File: src/rtl/folded_neuron.sv
// Time-multiplexed neuron: P MAC lanes over N/P cycles, then saturate,
// truncate and apply a run-time selected activation.
module folded_neuron #(
  parameter int N  = 4,
  parameter int P  = 2,
  parameter int QM = 3,
  parameter int QN = 5,
  parameter int WM = 6,
  parameter int WN = 10
) (
  input  logic                        clk,
  input  logic                        rst,
  input  logic                        in_valid,
  output logic                        in_ready,
  input  logic signed [QM+QN-1:0]     in [N],
  input  logic signed [WM+WN-1:0]     weights [N],
  input  logic signed [QM+QN-1:0]     bias,
  input  logic [1:0]                  act_sel,
  output logic                        out_valid,
  input  logic                        out_ready,
  output logic signed [QM+QN-1:0]     out,
  output logic                        sat
);

  localparam int DW = QM + QN;
  localparam int WW = WM + WN;
  localparam int K  = N / P;
  localparam int PW = DW + WW;
  localparam int AW = PW + $clog2(N) + 1;
  localparam int CW = (K > 1) ? $clog2(K) : 1;
  localparam int HI = DW + WN - 1;

  typedef logic signed [AW-1:0] acc_t;
  typedef enum logic [1:0] {IDLE, ACC, FIN, OUT} state_e;

  state_e               state_q, state_d;
  logic signed [DW-1:0] in_q [N];
  logic signed [DW-1:0] in_d [N];
  logic signed [WW-1:0] w_q [N];
  logic signed [WW-1:0] w_d [N];
  logic [1:0]           act_q, act_d;
  acc_t                 acc_q, acc_d;
  logic [CW-1:0]        cnt_q, cnt_d;
  logic signed [DW-1:0] out_q, out_d;
  logic                 sat_q, sat_d;

  acc_t                 lane_sum;
  logic [AW-1:HI]       hi_bits;
  logic signed [DW-1:0] pre;
  logic signed [DW-1:0] act_out;
  logic                 sat_c;

  always_comb begin
    lane_sum = '0;
    for (int g = 0; g < K; g++) begin
      if (cnt_q == CW'(g)) begin
        for (int j = 0; j < P; j++) begin
          lane_sum = lane_sum
            + acc_t'(in_q[g*P+j]) * acc_t'(w_q[g*P+j]);
        end
      end
    end
  end

  // Clip when the bits above the output MSB disagree with the sign.
  always_comb begin
    hi_bits = acc_q[AW-1:HI];
    pre     = acc_q[HI:WN];
    sat_c   = 1'b0;
    if (!(&hi_bits) && |hi_bits) begin
      sat_c = 1'b1;
      pre   = acc_q[AW-1] ? {1'b1, {(DW-1){1'b0}}}
                          : {1'b0, {(DW-1){1'b1}}};
    end
  end

  always_comb begin
    act_out = pre;
    case (act_q)
      2'b00:   act_out = pre;
      2'b10:   act_out = pre[DW-1] ? (pre >>> 3) : pre;
      default: act_out = pre[DW-1] ? '0 : pre;
    endcase
  end

  always_comb begin
    state_d = state_q;
    in_d    = in_q;
    w_d     = w_q;
    act_d   = act_q;
    acc_d   = acc_q;
    cnt_d   = cnt_q;
    out_d   = out_q;
    sat_d   = sat_q;
    unique case (state_q)
      IDLE: begin
        if (in_valid) begin
          in_d    = in;
          w_d     = weights;
          act_d   = act_sel;
          acc_d   = acc_t'(bias) <<< WN;
          cnt_d   = '0;
          state_d = ACC;
        end
      end
      ACC: begin
        acc_d = acc_q + lane_sum;
        cnt_d = cnt_q + CW'(1);
        if (cnt_q == CW'(K - 1)) state_d = FIN;
      end
      FIN: begin
        out_d   = act_out;
        sat_d   = sat_c;
        state_d = OUT;
      end
      OUT: begin
        if (out_ready) state_d = IDLE;
      end
      default: state_d = IDLE;
    endcase
  end

  always_ff @(posedge clk) begin
    if (rst) begin
      state_q <= IDLE;
      act_q   <= 2'b00;
      acc_q   <= '0;
      cnt_q   <= '0;
      out_q   <= '0;
      sat_q   <= 1'b0;
    end else begin
      state_q <= state_d;
      act_q   <= act_d;
      acc_q   <= acc_d;
      cnt_q   <= cnt_d;
      out_q   <= out_d;
      sat_q   <= sat_d;
    end
  end

  always_ff @(posedge clk) begin
    in_q <= in_d;
    w_q  <= w_d;
  end

  assign in_ready  = (state_q == IDLE);
  assign out_valid = (state_q == OUT);
  assign out       = out_q;
  assign sat       = sat_q;

endmodule

File: config.mk
export PLATFORM = sky130hd
export DESIGN_NAME = folded_neuron
export DESIGN_NICKNAME = d
export VERILOG_FILES = /design/src/rtl/folded_neuron.sv
export SDC_FILE = /design/constraint.sdc
export NUM_CORES = 2
export LEC_CHECK = 0
export ABC_AREA = 0
export ABC_CLOCK_PERIOD_IN_PS = 10580
export BUFFER_PORTS_ARGS = -buffer_cell sky130_fd_sc_hd__buf_2
export CELL_PAD_IN_SITES_DETAIL_PLACEMENT = 1
export CELL_PAD_IN_SITES_GLOBAL_PLACEMENT = 1
export CORE_MARGIN = 1.5
export CORE_UTILIZATION = 39
export CTS_CLUSTER_DIAMETER = 100
export DETAILED_ROUTE_END_ITERATION = 8
export PLACE_DENSITY_LB_ADDON = 0.1
export SYNTH_ARGS = -nofsm -noshare
export SYNTH_HDL_FRONTEND = slang
export SYNTH_SLANG_ARGS = --single-unit
File: constraint.sdc
create_clock -name clk -period 10.58 [get_ports clk]
set_input_delay 0.529 -clock clk [delete_from_list [all_inputs] [get_ports clk]]
set_output_delay 0.529 -clock clk [all_outputs]
set_load 0.005 [all_outputs]
==> impl_metrics.ini <==
[critical_path]
critPathRequiredTime_ns = 10.98
setup.worst_path.start_class = flip-flop
worstPathArrival_ns = 11.77
slowest_delay_ns = 0.60
crit_cells = 50
startpoint = in_q[18]$_DFFE_PP_
crit_path_max_fanout = 4
r2r_setup_slack_ns = -0.79
cp_num_buf_inv = 11
reg2regPathDepth = 50
slowest_stage = fa_1
critPathTopFamily = adder cells
crit_path_end_kind = flip-flop
reg2reg_from = in_q[18]$_DFFE_PP_
reg2reg_to = acc_q[26]$_SDFFE_PP0P_
endpoint = acc_q[26]$_SDFFE_PP0P_
cpMostUsedCell = fa_1
critPathKind = flip-flop to flip-flop

[clocking]
clockBufferDepth = 2
cts_tree = done
numCtsBuffers = 17
clk_root_buffer_cell = clkbuf_16
insertion_delay_ns = 0.50
cts_hold_buf = 0
htree_levels = 4
clk_transition_reported_paths_ns = 0.08
cts.sinks = 137

[global_routing]
grt_pass1_vias = 22500
grt_usage_pct = 22.6
grt_overflow = 0
grt_max_degree = 52
grt_pass1_wl_um = 118000
antenna_found_initial = 1

[routing]
post-route-drc-count = 0
drt_iter0_drc = 729
dr.pass1.iters = 5
wl_per_cell_um = 18.2
antenna_left = 0
via_per_inst = 4.89
wl_um = 72000
vias = 19300

[job]
drv_cap = 0

[synthesis]
synth_area_leaders = fa_1 42%, edfxtp_1 11%, ha_1 9.8%
synth_flop_cell = edfxtp_1
synth_top_family_by_area = adder cells
synth_edf_count = 96
synth_mux_area_share_pct = 0.429
synth-xor-area-share_pct = 2.56
synth.top_cell.area_share_pct = 42.0
yosysMostFrequentCell = inv_1
synthCells = 2685
synth_warnings = 0
synth-compound-area-share_pct = 6.34
yosysTopAreaCell = fa_1
ys_ff_latch = 137
synth_common_cells = 645 x inv_1, 545 x fa_1, 281 x nand2_1
syn-num-nets = 3544
yosys.area_share.simple_pct = 14.3
avgSynthCellArea_um2 = 9.67
async_flop_share_pct = 0
syn_area_um2 = 26000
synth_fa_ha_area_share_pct = 51.9
yosysSeqAreaShare_pct = 14.3
synthDistinctLibCells = 71

[cells_and_area]
nNetsFinal = 3937
regArea_um2 = 3700
antennaDiodeCount = 0
nFillCells = 7492
drive_gt1_share_pct = 21.9
multiInputGateArea_um2 = 20800
postLayoutCellArea_um2 = 31600
area_growth_syn_to_layout_pct = 21.9

[sta]
rsz0062_at_grt = yes
fin_crit_sh_pct = 107
setup_viol = 15
max_freq_mhz = 87.9
clock_skew_ns = 0.0134
finalWorstPathRequiredPeriod_ns = 11.37
hold_violations = 0
slew_viol_final = 0
slew_headroom_pct = 15.4
worst_pin_slew_ns = 1.26
setup_slack_ns = -0.791

[die]
core-area_um2 = 65900
die_h_um = 261
dieArea_um2 = 68100
start_util_pct = 39.4
pin_count = 121
die_x_um = 261
row_count = 94

[placement]
io_buffers = 120
dpl.hpwl_um = 60600
dpl_cell_area_um2 = 29700
gp_congestion = 0.878

[status]
violations = negative setup slack
status = finished, violations left

[hold_path]
hp-class = input pin to flip-flop
[cell families after synthesis]
family / after synthesis
and+or+nand+nor: 759
xor gates and xnor gates: 76
DFF: 137
adders and majority gates: 749
muxes: 11
AOI/OAI and AO/OA: 244
buffers and inverters: 709
[worst reg2reg max path: cells and delay by family, from the launching register on]
kind	cells	cell delay, ns
adder cells (fa/ha/maj)	15	6.47
AND/OR/NAND/NOR	12	1.38
flip-flops	1	0.49
XOR/XNOR	3	0.45
AO/OA/AOI/OAI	9	1.66
buffers and inverters	11	0.84
[through the flow]
| step | hold slack (ns) | setup TNS (ns) | std cells | util (%) | worst slack [ns] |
|---|---|---|---|---|---|
| floorplan | 0.460 | -0.177 | 2685 | - | -0.177 |
| global placement | 0.461 | -8.34 | 3882 | 45.1 | -0.795 |
| detailed placement | 0.471 | -10.19 | 3882 | 45.1 | -0.970 |
| CTS | 0.160 | -6.78 | 3940 | 47.2 | -0.766 |
| global route | 0.178 | -14.76 | 3955 | 48.0 | -1.32 |
| finish | 0.194 | -7.09 | 3955 | 48.0 | -0.791 |
[flip-flops by register name, indices dropped and copies added, names as in the netlist]
name and flops:
act_q 2, sat 1, acc_q 27, out 8, w_q 64, cnt_q 1, in_q 32, state_q 2
[area by class of cell]
| class | instances | area share [%] |
|---|---|---|
| clock buffer | 23 | 1.66 |
| clock inverter | 9 | 0.221 |
| inverter | 647 | 7.69 |
| multi-input combinational | 1839 | 65.7 |
| sequential | 137 | 11.7 |
| tap | 864 | 3.42 |
| timing repair buffer | 436 | 9.56 |
[per-layer routing]
metal  part of all wire (%)  track usage (%)
met5                  0.011                0
met3                    3.9             3.47
met1                     43             29.4
met2                     51             39.2
met4                    1.6             5.65
[layout by cell type (no fill, tap or decap), drive strengths merged, types with 7 or more instances in the layout]
cell	Yosys	final
nand2	281	281
xor2	21	21
o21a	13	13
xnor2	55	55
inv	646	652
edfxtp	96	96
a211oi	16	16
fa	545	545
nor3	23	23
nor2b	27	27
buf	7	436
clkbuf	55	23
a22oi	7	7
o21ai	39	39
dfxtp	41	41
mux2i	10	10
or3	7	7
ha	204	204
nand3	11	11
and2	209	209
nand2b	57	57
a21oi	69	69
nor2	124	124
a21o	40	40
a31oi	10	10
[worst min-delay path by stage]
stage / from / endpoint / slack (ns) / cells after the start
floorplan: acc_q[4]$_SDFFE_PP0P_ / acc_q[4]$_SDFFE_PP0P_ / 0.46 / 2
global placement: out[7]$_SDFFE_PP0P_ / out[7]$_SDFFE_PP0P_ / 0.46 / 2
detailed placement: out[5]$_SDFFE_PP0P_ / out[5]$_SDFFE_PP0P_ / 0.47 / 2
CTS: weights[9] / w_q[9]$_DFFE_PP_ / 0.16 / 1
global route: weights[9] / w_q[9]$_DFFE_PP_ / 0.18 / 1
finish: weights[9] / w_q[9]$_DFFE_PP_ / 0.19 / 1
[what timing repair did]
item | in CTS | in global routing
setup endpoints to repair | 17 | 18
buffers inserted | 28 | 19
pin swaps | 89 | 61
resized for setup | 124 | 89
Power is not shown: default switching activity piles up to over one toggle a cycle in this logic, so the estimate is an artifact.
